File: src/rtl/mem_port_arbiter.sv
// mem_port_arbiter: shares one memory bus between fetch and data requesters with starvation guard and timeout
module mem_port_arbiter #(
  parameter int STARVE_LIMIT = 4,
  parameter int TIMEOUT_CYCLES = 255
) (
  input  logic        clk_i,
  input  logic        reset_i,
  input  logic        if_req_i,
  input  logic [31:0] if_addr_i,
  output logic        if_gnt_o,
  output logic        if_rvalid_o,
  output logic [31:0] if_rdata_o,
  output logic        if_stall_o,
  input  logic        d_rd_i,
  input  logic        d_wr_i,
  input  logic [31:0] d_addr_i,
  input  logic [31:0] d_wdata_i,
  input  logic [3:0]  d_be_i,
  output logic        d_gnt_o,
  output logic        d_rvalid_o,
  output logic [31:0] d_rdata_o,
  output logic        d_stall_o,
  output logic        mem_req_o,
  output logic        mem_we_o,
  output logic [31:0] mem_addr_o,
  output logic [31:0] mem_wdata_o,
  output logic [3:0]  mem_be_o,
  input  logic        mem_ready_i,
  input  logic        mem_rvalid_i,
  input  logic [31:0] mem_rdata_i,
  output logic        err_o
);
  localparam int SW = $clog2(STARVE_LIMIT + 1);
  localparam int TW = $clog2(TIMEOUT_CYCLES + 1);
  localparam logic [SW-1:0] SLIM = SW'(STARVE_LIMIT);
  localparam logic [TW-1:0] TLAST = TW'(TIMEOUT_CYCLES - 1);
  typedef enum logic [1:0] {IDLE, REQ, WAIT_RSP} state_t;
  state_t state;
  logic own_d;
  logic [SW-1:0] starve_cnt;
  logic [TW-1:0] tmo_cnt;
  logic d_req, if_win, busy, rd_done, done, abort;
  assign d_req = d_rd_i | d_wr_i;
  assign if_win = if_req_i & (!d_req | starve_cnt == SLIM);
  assign if_gnt_o = !reset_i & state == IDLE & if_win;
  assign d_gnt_o = !reset_i & state == IDLE & d_req & !if_win;
  assign busy = state != IDLE;
  assign mem_req_o = state == REQ;
  assign rd_done = state == WAIT_RSP & mem_rvalid_i;
  assign done = rd_done | (mem_req_o & mem_ready_i & mem_we_o);
  assign abort = busy & tmo_cnt == TLAST & !done;
  assign if_stall_o = !reset_i & ((if_req_i & !if_gnt_o) | (busy & !own_d));
  assign d_stall_o = !reset_i & ((d_req & !d_gnt_o) | (busy & own_d));
  always_ff @(posedge clk_i) begin
    if (reset_i) begin
      state <= IDLE;
      own_d <= 1'b0;
      starve_cnt <= '0;
      tmo_cnt <= '0;
      if_rvalid_o <= 1'b0;
      d_rvalid_o <= 1'b0;
      if_rdata_o <= '0;
      d_rdata_o <= '0;
      err_o <= 1'b0;
      mem_we_o <= 1'b0;
      mem_addr_o <= '0;
      mem_wdata_o <= '0;
      mem_be_o <= '0;
    end else begin
      if_rvalid_o <= 1'b0;
      d_rvalid_o <= 1'b0;
      tmo_cnt <= busy ? tmo_cnt + 1'b1 : '0;
      if (if_gnt_o)
        starve_cnt <= '0;
      else if (d_gnt_o & if_req_i & starve_cnt != SLIM)
        starve_cnt <= starve_cnt + 1'b1;
      if (if_gnt_o | d_gnt_o) begin
        state <= REQ;
        own_d <= d_gnt_o;
        mem_we_o <= d_gnt_o & d_wr_i;
        mem_addr_o <= d_gnt_o ? d_addr_i : if_addr_i;
        mem_wdata_o <= d_gnt_o ? d_wdata_i : '0;
        mem_be_o <= d_gnt_o ? d_be_i : 4'hf;
      end else if (done | abort) begin
        state <= IDLE;
        if_rvalid_o <= !own_d;
        d_rvalid_o <= own_d;
        err_o <= err_o | abort;
        if ((rd_done | abort) & !own_d)
          if_rdata_o <= abort ? '0 : mem_rdata_i;
        if ((rd_done | abort) & own_d)
          d_rdata_o <= abort ? '0 : mem_rdata_i;
      end else if (mem_req_o & mem_ready_i) begin
        state <= WAIT_RSP;
      end
    end
  end
endmodule
File: config.mk
export PLATFORM = sky130hd
export DESIGN_NAME = mem_port_arbiter
export DESIGN_NICKNAME = d
export VERILOG_FILES = /design/src/rtl/mem_port_arbiter.sv
export SDC_FILE = /design/constraint.sdc
export NUM_CORES = 1
export LEC_CHECK = 0
export CAP_MARGIN = 20
export CORE_AREA = 2 2 126 128
export CTS_CLUSTER_SIZE = 16
export DETAILED_ROUTE_END_ITERATION = 6
export DIE_AREA = 0 0 128 130
export PLACE_DENSITY_LB_ADDON = 0.08
export SYNTH_ARGS = -nofsm -noshare
export SYNTH_HDL_FRONTEND = slang
export SYNTH_SLANG_ARGS = --single-unit
File: constraint.sdc
create_clock -name clk_i -period 1.9 [get_ports clk_i]
set_input_delay 0.38 -clock clk_i [delete_from_list [all_inputs] [get_ports clk_i]]
set_output_delay 0.38 -clock clk_i [all_outputs]
set_load 0.03 [all_outputs]
## After elaboration in Yosys (flattened, before gate mapping)

Index checks and enable logic that the tools add are counted.

- Logic and storage cells: 78
- Register bits after elaboration: 150
- Input port bits: 139
- Output and inout port bits: 141

- Equal/unequal tests: 5
- Multiplexer cells: 7
- Bitwise gates (word level): 33
- Add/subtract/negate cells: 2
- Reduce and logical (&&, ||, !) cells: 17

Operators with widths:

| operator | number |
|---|---|
| $mux 32 | 3 |
| $and 1x1->1 | 21 |
| $or 1x1->1 | 9 |
| $add 8x1->8 const B | 1 |
| $eq 8x8->1 const B | 1 |
| $logic_not 1->1 | 7 |
| $reduce_and 3->1 | 2 |
| $reduce_or 3->1 | 2 |
| $mux 4 | 1 |
| $reduce_or 2->1 | 2 |
| $add 3x1->3 const B | 1 |
| $eq 3x3->1 const B | 1 |
| $mux 1 | 3 |
| $ne 3x3->1 const B | 1 |
| $not 1->1 | 3 |
| $reduce_bool 3->1 | 1 |
| $eq 2x1->1 const B | 1 |
| $eq 2x2->1 const B | 1 |
| $logic_not 2->1 | 1 |
| $reduce_and 2->1 | 1 |
| $reduce_bool 2->1 | 1 |

## Longest topological paths before layout

Gate-level depths: netlist of run 1.

- Depth after elaboration: 10
- Depth in mapped cells: 9
- Depth with buffers taken out: 7

## Worst setup path after synthesis of run 1

Ideal clock, no wire load.

- Path type: input to output
- Start point: in reset_i
- End point: out if_stall_o
- Data required time: 1.520 ns
- Slack: -0.012 ns
- Stages: 4
- Arrival time: 1.532 ns
- Path buffers: 2
- Cells stage by stage: buf_2 -> or2_2 -> clkbuf_1 -> o22ai_1

- Word-level cells in the longest chain between the ends: 7

Ends and longest elaborated chain:

| item | RTL line | text |
|---|---|---|
| start, declared | 7 | `input logic reset_i,` |
| $logic_not 1->1 (*) | 45, 52 |  |
| $and 1x1->1 (2 in a row) | 45 | `assign if_gnt_o = !reset_i & state == IDLE & if_win;` |
| $logic_not 1->1 | 52 | `assign if_stall_o = !reset_i & ((if_req_i & !if_gnt_o) \| (busy & !own_d));` |
| $and 1x1->1 | 52 |  |
| $or 1x1->1 | 52 |  |
| $and 1x1->1 (*) | 52 |  |
| end, declared | 13 | `output logic if_stall_o,` |

Mark *: on every way between the ends. The rest lies on a longest branch, timed or not.

## Worst setup path in the final report of run 1

- Start point: reg starve_cnt[1]
- End point: out if_stall_o

- Word-level cells in the longest chain between the ends: 8

Ends and longest elaborated chain:

| item | RTL line | text |
|---|---|---|
| start, declared | 40 | `logic [SW-1:0] starve_cnt;` |
| start signal, assigned | 76 | `starve_cnt <= starve_cnt + 1'b1;` |
| $eq 3x3->1 | 44 | `assign if_win = if_req_i & (!d_req \| starve_cnt == SLIM);` |
| $or 1x1->1 | 44 |  |
| $and 1x1->1 | 44 |  |
| $and 1x1->1 | 45 |  |
| $logic_not 1->1 | 52 |  |
| $and 1x1->1 | 52 |  |
| $or 1x1->1 | 52 |  |
| $and 1x1->1 | 52 |  |

No other way between the ends.

==> results of run 1 <==
-- Yosys cell counts, types with 6 or more instances --
cell type	n
a211oi_1	7
a211oi_2	25
a21oi_1	40
a22oi_1	33
a32oi_1	32
buf_2	16
buf_4	6
buf_6	7
clkbuf_1	29
dfxtp_1	150
inv_1	70
nand2_1	99
nor2_1	88
nor3_1	6
o21ai_0	36
o221ai_1	32
-- power groups by stage --
stage	clock network [uW]	logic (uW)	registers, uW
5_1_grt	3550	2000	3460
3_5_place_dp	0	1840	3500
4_1_cts	3430	1870	3440
2_1_floorplan	0	656	3810
6_report	3350	1880	3440
3_3_place_gp	0	1840	3500
-- through the flow --
stage / util / hold slack (ps) / power (uW)
floorplan: - / 430 / 4470
global placement: 0.607 / 445 / 5340
detailed placement: 0.607 / 455 / 5350
CTS: 0.650 / 253 / 8730
global route: 0.656 / 287 / 9000
finish: 0.656 / 282 / 8660
-- registers in the layout, summed over array words and instances, names as in the netlist, 2 cells and up --
name / count
d_rdata_o: 32
if_rdata_o: 32
mem_addr_o: 32
mem_wdata_o: 32
tmo_cnt: 8
mem_be_o: 4
starve_cnt: 3
state: 2
-- worst max-delay path, cell delays in order (launching register included) --
cell and delay [ps]:
dfxtp_2 340, inv_2 50, ha_4 150, nand2_4 80, a21oi_4 60, a21o_1 180, o22ai_2 150, buf_6 150
-- per-layer routing --
| metal | vias to the layer above | track usage | part of all wire |
|---|---|---|---|
| li1 | 3064 | - | - |
| met1 | 2811 | 0.282 | 0.45 |
| met2 | 199 | 0.351 | 0.47 |
| met3 | 29 | 0.0668 | 0.060 |
| met4 | 0 | 0.0924 | 0.021 |
| met5 | - | 0 | 0 |
-- what timing repair did --
action / in CTS / in global routing
pin swaps: 7 / 8
gates resized for setup: 20 / 26
buffers inserted: 2 / 3
hold buffers: 0 / 0
hold endpoints to repair: 0 / 0
setup endpoints to repair: 5 / 21
-- final cells by class --
type                    instances  area [um^2]  share of cell area
flip-flops and latches        150         3010               0.298
repair buffers                320         3250               0.322
clock inverters                14          154              0.0152
multi-input cells             442         2750               0.272
well taps                     192          240              0.0237
clock buffers                  18          439              0.0434
inverters                      71          272              0.0268
-- kinds of logic after synthesis --
kind of cell,count (synthesis),share of synthesized area
buffers and inverters,132,0.0949
XOR/XNOR,5,0.00699
multiplexers,2,0.00340
AND/OR/NAND/NOR,218,0.145
AO/OA/AOI/OAI,213,0.262
flip-flops,150,0.480
adder cells (fa/ha/maj),4,0.00799
-- worst max path at each step --
stage	startpoint	to	slack [ps]	cells past startpoint
floorplan	d_rd_i	d_stall_o	10	5
global placement	d_rd_i	if_stall_o	-270	6
detailed placement	d_rd_i	if_stall_o	-320	6
CTS	starve_cnt[1]	if_stall_o	-150	7
global route	starve_cnt[1]	if_stall_o	-140	7
finish	starve_cnt[1]	if_stall_o	-70	7
==> summary.md, run 1 <==
| Metric | Value |
|---|---|
| Vias | slightly above 6000 |
| Syn_nets | between 800 and 900 |
| Final Max Tran Viols | 0 |
| Worst setup path category | reg2out |
| Die area | about 0.017 mm^2 |
| Element type at the critical path end | output pin |
| Hold Path End | mem_we_o |
| Sw Pwr | about 2500 uW |
| WL final | between 15000 and 20000 um |
| Reg-to-Reg End | mem_addr_o[28] |
| Synth Warn # | 0 |
| Most frequent cells in the layout | clkdlybuf4s50_1, dfxtp_1, nand2_1 |
| Commonest register cell after synthesis | dfxtp_1 |
| Antenna Nets Post-Route | 0 |
| Startpoint Class | flip-flop |
| Reg2reg start | starve_cnt[0] |
| Initial antenna violation count | 0 |
| Clk_lat worst skew | ~420 ps |
| Startpoint of the worst hold path | reset_i |
| Final setup TNS | -149 ps |
| Clock root buffer | clkbuf_16 |
| # diodes | 0 |
| FILL cells | 1288 |
| Non-filler cells in the finished layout | 1207 |
| RSZ-0062 raised after global routing | true |
| Final WS setup | -68.4 ps |
| H-tree depth | 4 |
| Clock network power share | 0.387 |
| Starting Density | 0.406 |
| Vias in the first global route | around 5600 |
| Initial DRC Count | 380 |
| Power Internal | 6170 uW |
| Switching share of power | 0.287 |
| GPL Wtd Cong | between 0.8 and 0.9 |
| Reg-to-reg slack, setup | approximately 90 ps |
| Total grt overflow | 0 |
| Area share of the largest cell type after synthesis | 0.480 |
| CP max FO | 3 |
| Sink Count | 150 |
| Hold Fails Final Rpt | 0 |
| CTS tree | built |
| Detailed Routing Iterations Pass 1 | 5 |
| Drt drc | 0 |
| Layout area overhead | 61.6% |
| Post-Syn Area | around 0.0063 mm^2 |
| Yosys reg bits | 150 |
| Num ports | between 200 and 300 |
| Top post-synthesis cells by area | dfxtp_1, nand2_1, nor2_1 |
| Hold Path Depth | 2 |
| Hold crit path type | in2reg |
| Clock Tree Buf Depth | 2 |
| Placed inst area | roughly 0.0094 mm^2 |
| Flop pwr share | 0.397 |
| Peak VDD IR | approximately 0.55 mV |
| Post-Place Setup Slack | -319 ps |
| Reg2reg path depth | 10 |
| Drt wl/cell | 15.7 um |
| Comb pwr share | 0.217 |
| Chip width | around 130 um |
| First-pass GRT wire length | roughly 29000 um |
| Fin area | about 0.010 mm^2 |
| CTS clk-pin slew, worst paths | 60 ps |
| Failing checks | setup timing |
| Largest net degree at the start of global routing | 65 |
| Yosys cell types | 44 |
| Fmax | ~510 MHz |
| WP data arrival | roughly 1600 ps |
| PwrDens | about 860 mW/mm^2 |
| Setup violations, final | 3 |
| Rows | 46 |
| Placeable Area | around 0.015 mm^2 |
| Period utilization | 1.04 |
| Commonest non-fill, non-tap cell in the layout | clkdlybuf4s50_1 |
| Synth Instances | between 700 and 800 |
| Placed insts | ~1200 |
| Syn_area_per_cell | between 8 and 9 um^2 |
| Slew at the pin with the worst max-slew slack | ~520 ps |
| All-Layer GR Usage | 0.221 |
| DP HPWL | 13000 um |
| Largest area contributor in the synthesized netlist | dfxtp_1 |
| Num CTS Buffers | 17 |
| Status | finished with violations |
| Max cap viols | 0 |
| I/O Buffers | approximately 280 |
| Fraction of layout cells with a size suffix above 1 | 0.131 |
| Min Tclk post-route | approximately 2000 ps |
| Max_slew headroom | 0.651 |
| Fin nets | around 1100 |
| Post-synth EDFFs | 0 |
| Asr flop ratio synth | 0 |
| Worst setup skew after layout | roughly 11 ps |
| Leak pwr | about 0.0039 uW |
| Worst path required time | between 1500 and 2000 ps |
| Die extent in y | around 130 um |
| Register area share after synthesis | 0.480 |
| Routed vias/inst | roughly 5.1 |
(Power assumes the default switching activity.)
==> inputs of run 2 (changes only) <==
- CORE_AREA: 2 2 126 128 -> 5 5 129 131
- DIE_AREA: 0 0 128 130 -> 0 0 134 136
- SETUP_SLACK_MARGIN: default -> 0.15
==> run 2 against run 1 <==
The flow still finishes with violations (setup timing). Highest routed layer unchanged. Largest cell class unchanged. Critical path depth unchanged. Sequential power barely moved. Setup slack got worse by 27 ps. First-iteration DRC count increased by 3.4%. Cell count grew 1.2%.
==> summary.md, run 2 (same netlist as run 1, synthesis figures left out) <==
| Metric | Value |
|---|---|
| Peak VDD IR | approximately 0.67 mV |
| Comb pwr share | 0.231 |
| Hold Fails Final Rpt | 0 |
| H-tree depth | 4 |
| All-Layer GR Usage | 0.231 |
| Worst path required time | 1520 ps |
| WP data arrival | around 1600 ps |
| FILL cells | 1241 |
| Fin nets | ~1200 |
| Leak pwr | 0.00438 uW |
| Vias in the first global route | approximately 6500 |
| Clock root buffer | clkbuf_16 |
| Initial DRC Count | 393 |
| Most frequent cells in the layout | dfxtp_1, dlygate4sd2_1, clkdlybuf4s50_1 |
| Starting Density | 0.404 |
| Sw Pwr | around 2600 uW |
| Power Internal | around 6500 uW |
| Worst setup path category | reg2out |
| Reg2reg start | starve_cnt[1] |
| Chip width | roughly 130 um |
| Status | finished with violations |
| CTS clk-pin slew, worst paths | about 60 ps |
| Final Max Tran Viols | 0 |
| Layout area overhead | 70.0% |
| DP HPWL | between 15000 and 20000 um |
| GPL Wtd Cong | just under 0.8 |
| RSZ-0062 raised after global routing | true |
| Post-Place Setup Slack | -311 ps |
| Fraction of layout cells with a size suffix above 1 | 0.208 |
| Slew at the pin with the worst max-slew slack | around 660 ps |
| Total grt overflow | 0 |
| Worst Setup SP | starve_cnt[0] |
| Reg-to-Reg End | mem_wdata_o[10] |
| Largest net degree at the start of global routing | 65 |
| Sink Count | 150 |
| Startpoint of the worst hold path | reset_i |
| Drt wl/cell | 18.6 um |
| I/O Buffers | around 280 |
| Clk_lat worst skew | 430 ps |
| Die extent in y | approximately 140 um |
| Routed vias/inst | 5.24 |
| Startpoint Class | flip-flop |
| Worst setup skew after layout | approximately 5.0 ps |
| Final setup TNS | -232 ps |
| Min Tclk post-route | ~2000 ps |
| Hold Path Depth | 2 |
| Clock Tree Buf Depth | 2 |
| PwrDens | 854 mW/mm^2 |
| Hold Path End | mem_we_o |
| Antenna Nets Post-Route | 0 |
| Flop pwr share | 0.379 |
| Element type at the critical path end | output pin |
| Max cap viols | 0 |
| WL final | around 23000 um |
| Initial antenna violation count | 1 |
| CTS tree | built |
| Reg2reg path depth | 11 |
| Hold crit path type | in2reg |
| Die area | 0.0182 mm^2 |
| Pwr Total | ~9000 uW |
| Fmax | between 500 and 600 MHz |
| Final WS setup | -95.4 ps |
| Num ports | 280 |
| Reg-to-reg slack, setup | 40 ps |
| Commonest non-fill, non-tap cell in the layout | dfxtp_1 |
| First-pass GRT wire length | 33600 um |
| Vias | roughly 6400 |
| Drt drc | 0 |
| Failing checks | setup timing |
| Clock network power share | 0.391 |
| CP max FO | 3 |
| Placeable Area | ~0.015 mm^2 |
| Setup violations, final | 3 |
| Detailed Routing Iterations Pass 1 | 5 |
| Rows | 46 |
| Max_slew headroom | 0.557 |
| Period utilization | 1.05 |
| Switching share of power | 0.288 |
| Num CTS Buffers | 17 |
## run 2: cell types whose count changed in the layout (fill, tap and decap cells not counted), moves of 9 or more
cell,delta
a21oi_1,-33
dlygate4sd2_1,+137
a21oi_4,+10
buf_12,+9
a22oi_1,-31
dlymetal6s2s_1,-19
a22oi_2,+31
a21oi_2,+23
clkdlybuf4s50_1,-119
## run 2: layer usage
layer  part of all wire  vias up  GRT usage
li1                   -     3099          -
met1               0.40     3013      0.261
met2               0.49      229      0.401
met3              0.066       58     0.0633
met4              0.041        0      0.113
met5                  0        -          0
## run 2: cell type report
type	count	area, um^2	share of cell area
repair buffers	334	3380	0.317
diodes	1	2.50	0.000235
inverters	71	269	0.0253
clock inverters	13	181	0.0170
well taps	192	240	0.0226
clock buffers	18	439	0.0412
multi-input cells	442	3120	0.293
flip-flops and latches	150	3010	0.283
## run 2: power groups by stage
stage	registers (uW)	logic (uW)	clock network [uW]
2_1_floorplan	3810	658	0
3_3_place_gp	3500	1840	0
3_5_place_dp	3510	1870	0
4_1_cts	3440	1810	3610
5_1_grt	3470	2220	3750
6_report	3440	2100	3550
## run 2: per-stage QoR
step | hold slack [ps] | std cells | util | cell area [um^2]
3_3_place_gp | 444 | 1167 | 0.608 | 9420
4_1_cts | 204 | 1205 | 0.646 | 10000
6_report | 218 | 1221 | 0.688 | 10600
2_1_floorplan | 430 | 724 | - | 6270
3_5_place_dp | 459 | 1167 | 0.608 | 9420
5_1_grt | 223 | 1221 | 0.688 | 10600
## run 2: repair_timing
| action | 4_1_cts | 5_1_grt |
|---|---|---|
| resized for setup | 165 | 91 |
| hold buffers | 0 | 0 |
| pin swaps | 8 | 19 |
| cloned | 0 | 10 |
| setup buffers | 7 | 5 |
| endpoints found under the setup margin | 143 | 70 |
## run 2: worst max-delay path by stage
stage / end / slack, ps
detailed placement: mem_addr_o[11] / -310
finish: if_stall_o / -100
global route: d_gnt_o / -160
CTS: if_stall_o / -120
global placement: d_stall_o / -250
floorplan: d_stall_o / 160
## run 2: critical path, stage by stage (launching register included)
cell and delay (ps):
dfxtp_2 340, inv_2 50, ha_4 160, nand2_4 70, a21oi_4 60, a21o_1 190
o22ai_2 170, buf_6 160
==> inputs of run 3 (changes only) <==
- CORE_AREA: 5 5 129 131 -> 5 5 143 118
- DIE_AREA: 0 0 134 136 -> 0 0 148 123
- TNS_END_PERCENT: default -> 1
==> run 3 against run 2 <==
The flow still finishes with violations (setup timing). Critical endpoint unchanged. Wire length fell by 10%. Critical path type unchanged. Largest cell class unchanged. Count of clock-buffer cells in the layout rose by 1. First-iteration DRC count fell by 21%. Combinational power fell by 9%.
==> summary.md, run 3 (same netlist as run 1, synthesis figures left out) <==
| Metric | Value |
|---|---|
| Status | finished with violations |
| Failing checks | setup timing |
| Fin nets | ~1100 |
| Final WS setup | -48.9 ps |
| Initial DRC Count | ~310 |
| I/O Buffers | 279 |
| Commonest non-fill, non-tap cell in the layout | dfxtp_1 |
| Fmax | roughly 510 MHz |
| WL final | 20400 um |
| Vias | 6109 |
| Most frequent cells in the layout | dfxtp_1, dlygate4sd2_1, clkdlybuf4s50_1 |
| Antenna Nets Post-Route | 0 |
| Leak pwr | roughly 0.0042 uW |
| Routed vias/inst | around 5.0 |
| Clock Tree Buf Depth | 2 |
| Final Max Tran Viols | 0 |
| Num CTS Buffers | 17 |
| Hold crit path type | in2reg |
| Largest net degree at the start of global routing | 65 |
| Sw Pwr | between 2000 and 3000 uW |
| Period utilization | 1.03 |
| Multi-input logic area | between 0.003 and 0.004 mm^2 |
| CTS Hold Bufs | 0 |
| Final Util | 0.668 |
| DP HPWL | around 14000 um |
| Sink Count | 150 |
| Rows | roughly 40 |
| Fin area | roughly 0.010 mm^2 |
| Max cap viols | 0 |
| GPL Wtd Cong | about 0.8 |
| Switching share of power | 0.296 |
| Peak VDD IR | slightly above 0.6 mV |
| Hold Fails Final Rpt | 0 |
| FILL cells | approximately 1300 |
| Initial antenna violation count | 1 |
| Post-Place Setup Slack | -328 ps |
| CTS tree | built |
| H-tree depth | 4 |
| Die extent in y | around 120 um |
| RSZ-0062 raised after global routing | true |
| CP max FO | 3 |
| Num ports | 280 |
| PwrDens | roughly 830 mW/mm^2 |
| CTS clk-pin slew, worst paths | about 60 ps |
| Placeable Area | around 0.015 mm^2 |
| WP data arrival | between 1500 and 2000 ps |
| Drt drc | 0 |
| All-Layer GR Usage | 0.215 |
| Final setup TNS | -54.0 ps |
| Fraction of layout cells with a size suffix above 1 | 0.173 |
| Total grt overflow | 0 |
| Register area | ~0.0030 mm^2 |
| Clk_lat worst skew | between 400 and 500 ps |
| Clock root buffer | clkbuf_16 |
| Worst path required time | around 1500 ps |
| Setup violations, final | 2 |
| Min Tclk post-route | 1950 ps |
| Layout area overhead | 63.5% |
| Slew at the pin with the worst max-slew slack | between 600 and 700 ps |
| Element type at the critical path end | output pin |
| Comb pwr share | 0.225 |
| Max_slew headroom | 0.550 |
| Clock network power share | 0.371 |
| Detailed Routing Iterations Pass 1 | 4 |
| Placed inst area | about 0.0094 mm^2 |
| Vias in the first global route | 5980 |
| Worst setup skew after layout | between 10 and 15 ps |
| Die area | ~0.018 mm^2 |
| First-pass GRT wire length | 31600 um |
| Drt wl/cell | 16.8 um |
| Starting Density | 0.408 |
| Power Internal | a little under 6000 uW |
| Worst setup path category | reg2out |
| Startpoint Class | flip-flop |
| Flop pwr share | 0.404 |
| Chip width | 148 um |
[run 3: stage by stage]
| stage | power, uW | instances | hold slack, ps |
|---|---|---|---|
| finish | 8480 | 1210 | 289 |
| global route | 8860 | 1210 | 280 |
| CTS | 8420 | 1207 | 271 |
| detailed placement | 5350 | 1170 | 459 |
| global placement | 5340 | 1170 | 448 |
| floorplan | 4470 | 724 | 430 |
[run 3: worst max-delay path: stages, from the launching register on]
cell and delay, ps:
dfxtp_2 340, inv_2 50, ha_4 150, nand2_4 60, a21oi_4 60, a21o_1 190, o22ai_2 150, buf_6 150
[run 3: layout make-up]
| type | count | area share |
|---|---|---|
| repair buffers | 322 | 0.302 |
| multi-input cells | 442 | 0.300 |
| flip-flops and latches | 150 | 0.294 |
| clock buffers | 19 | 0.0433 |
| inverters | 71 | 0.0260 |
| well taps | 193 | 0.0236 |
| clock inverters | 12 | 0.0104 |
| diodes | 1 | 0.000244 |
[run 3: power groups by stage]
stage,clock network (uW),logic [uW],registers (uW)
2_1_floorplan,0,656,3810
3_3_place_gp,0,1850,3490
3_5_place_dp,0,1850,3500
4_1_cts,3220,1770,3420
5_1_grt,3370,2040,3450
6_report,3140,1910,3430
[run 3: routing by layer]
layer	part of all wire	track usage	vias up	wire length, um
met2	0.49	0.353	179	9890
met3	0.070	0.0671	16	1430
met1	0.43	0.275	2846	8790
met5	0	0	-	0
li1	-	-	3068	-
met4	0.012	0.0652	0	253
[run 3: path summary, 6_finish.rpt]
path | slack (ps) | from | to | cells past startpoint
worst min register to register | 480 | tmo_cnt[0] | tmo_cnt[0] | 1
worst max-delay path | -50 | starve_cnt[0] | if_stall_o | 7
worst min-delay path | 290 | reset_i | mem_wdata_o[11] | 2
worst max register to register | 90 | starve_cnt[0] | mem_addr_o[3] | 10
[run 3: repair_timing]
action / in CTS / in global routing
pin swaps: 6 / 32
setup endpoints to repair: 141 / 69
setup buffers: 6 / 2
gates resized for setup: 155 / 76
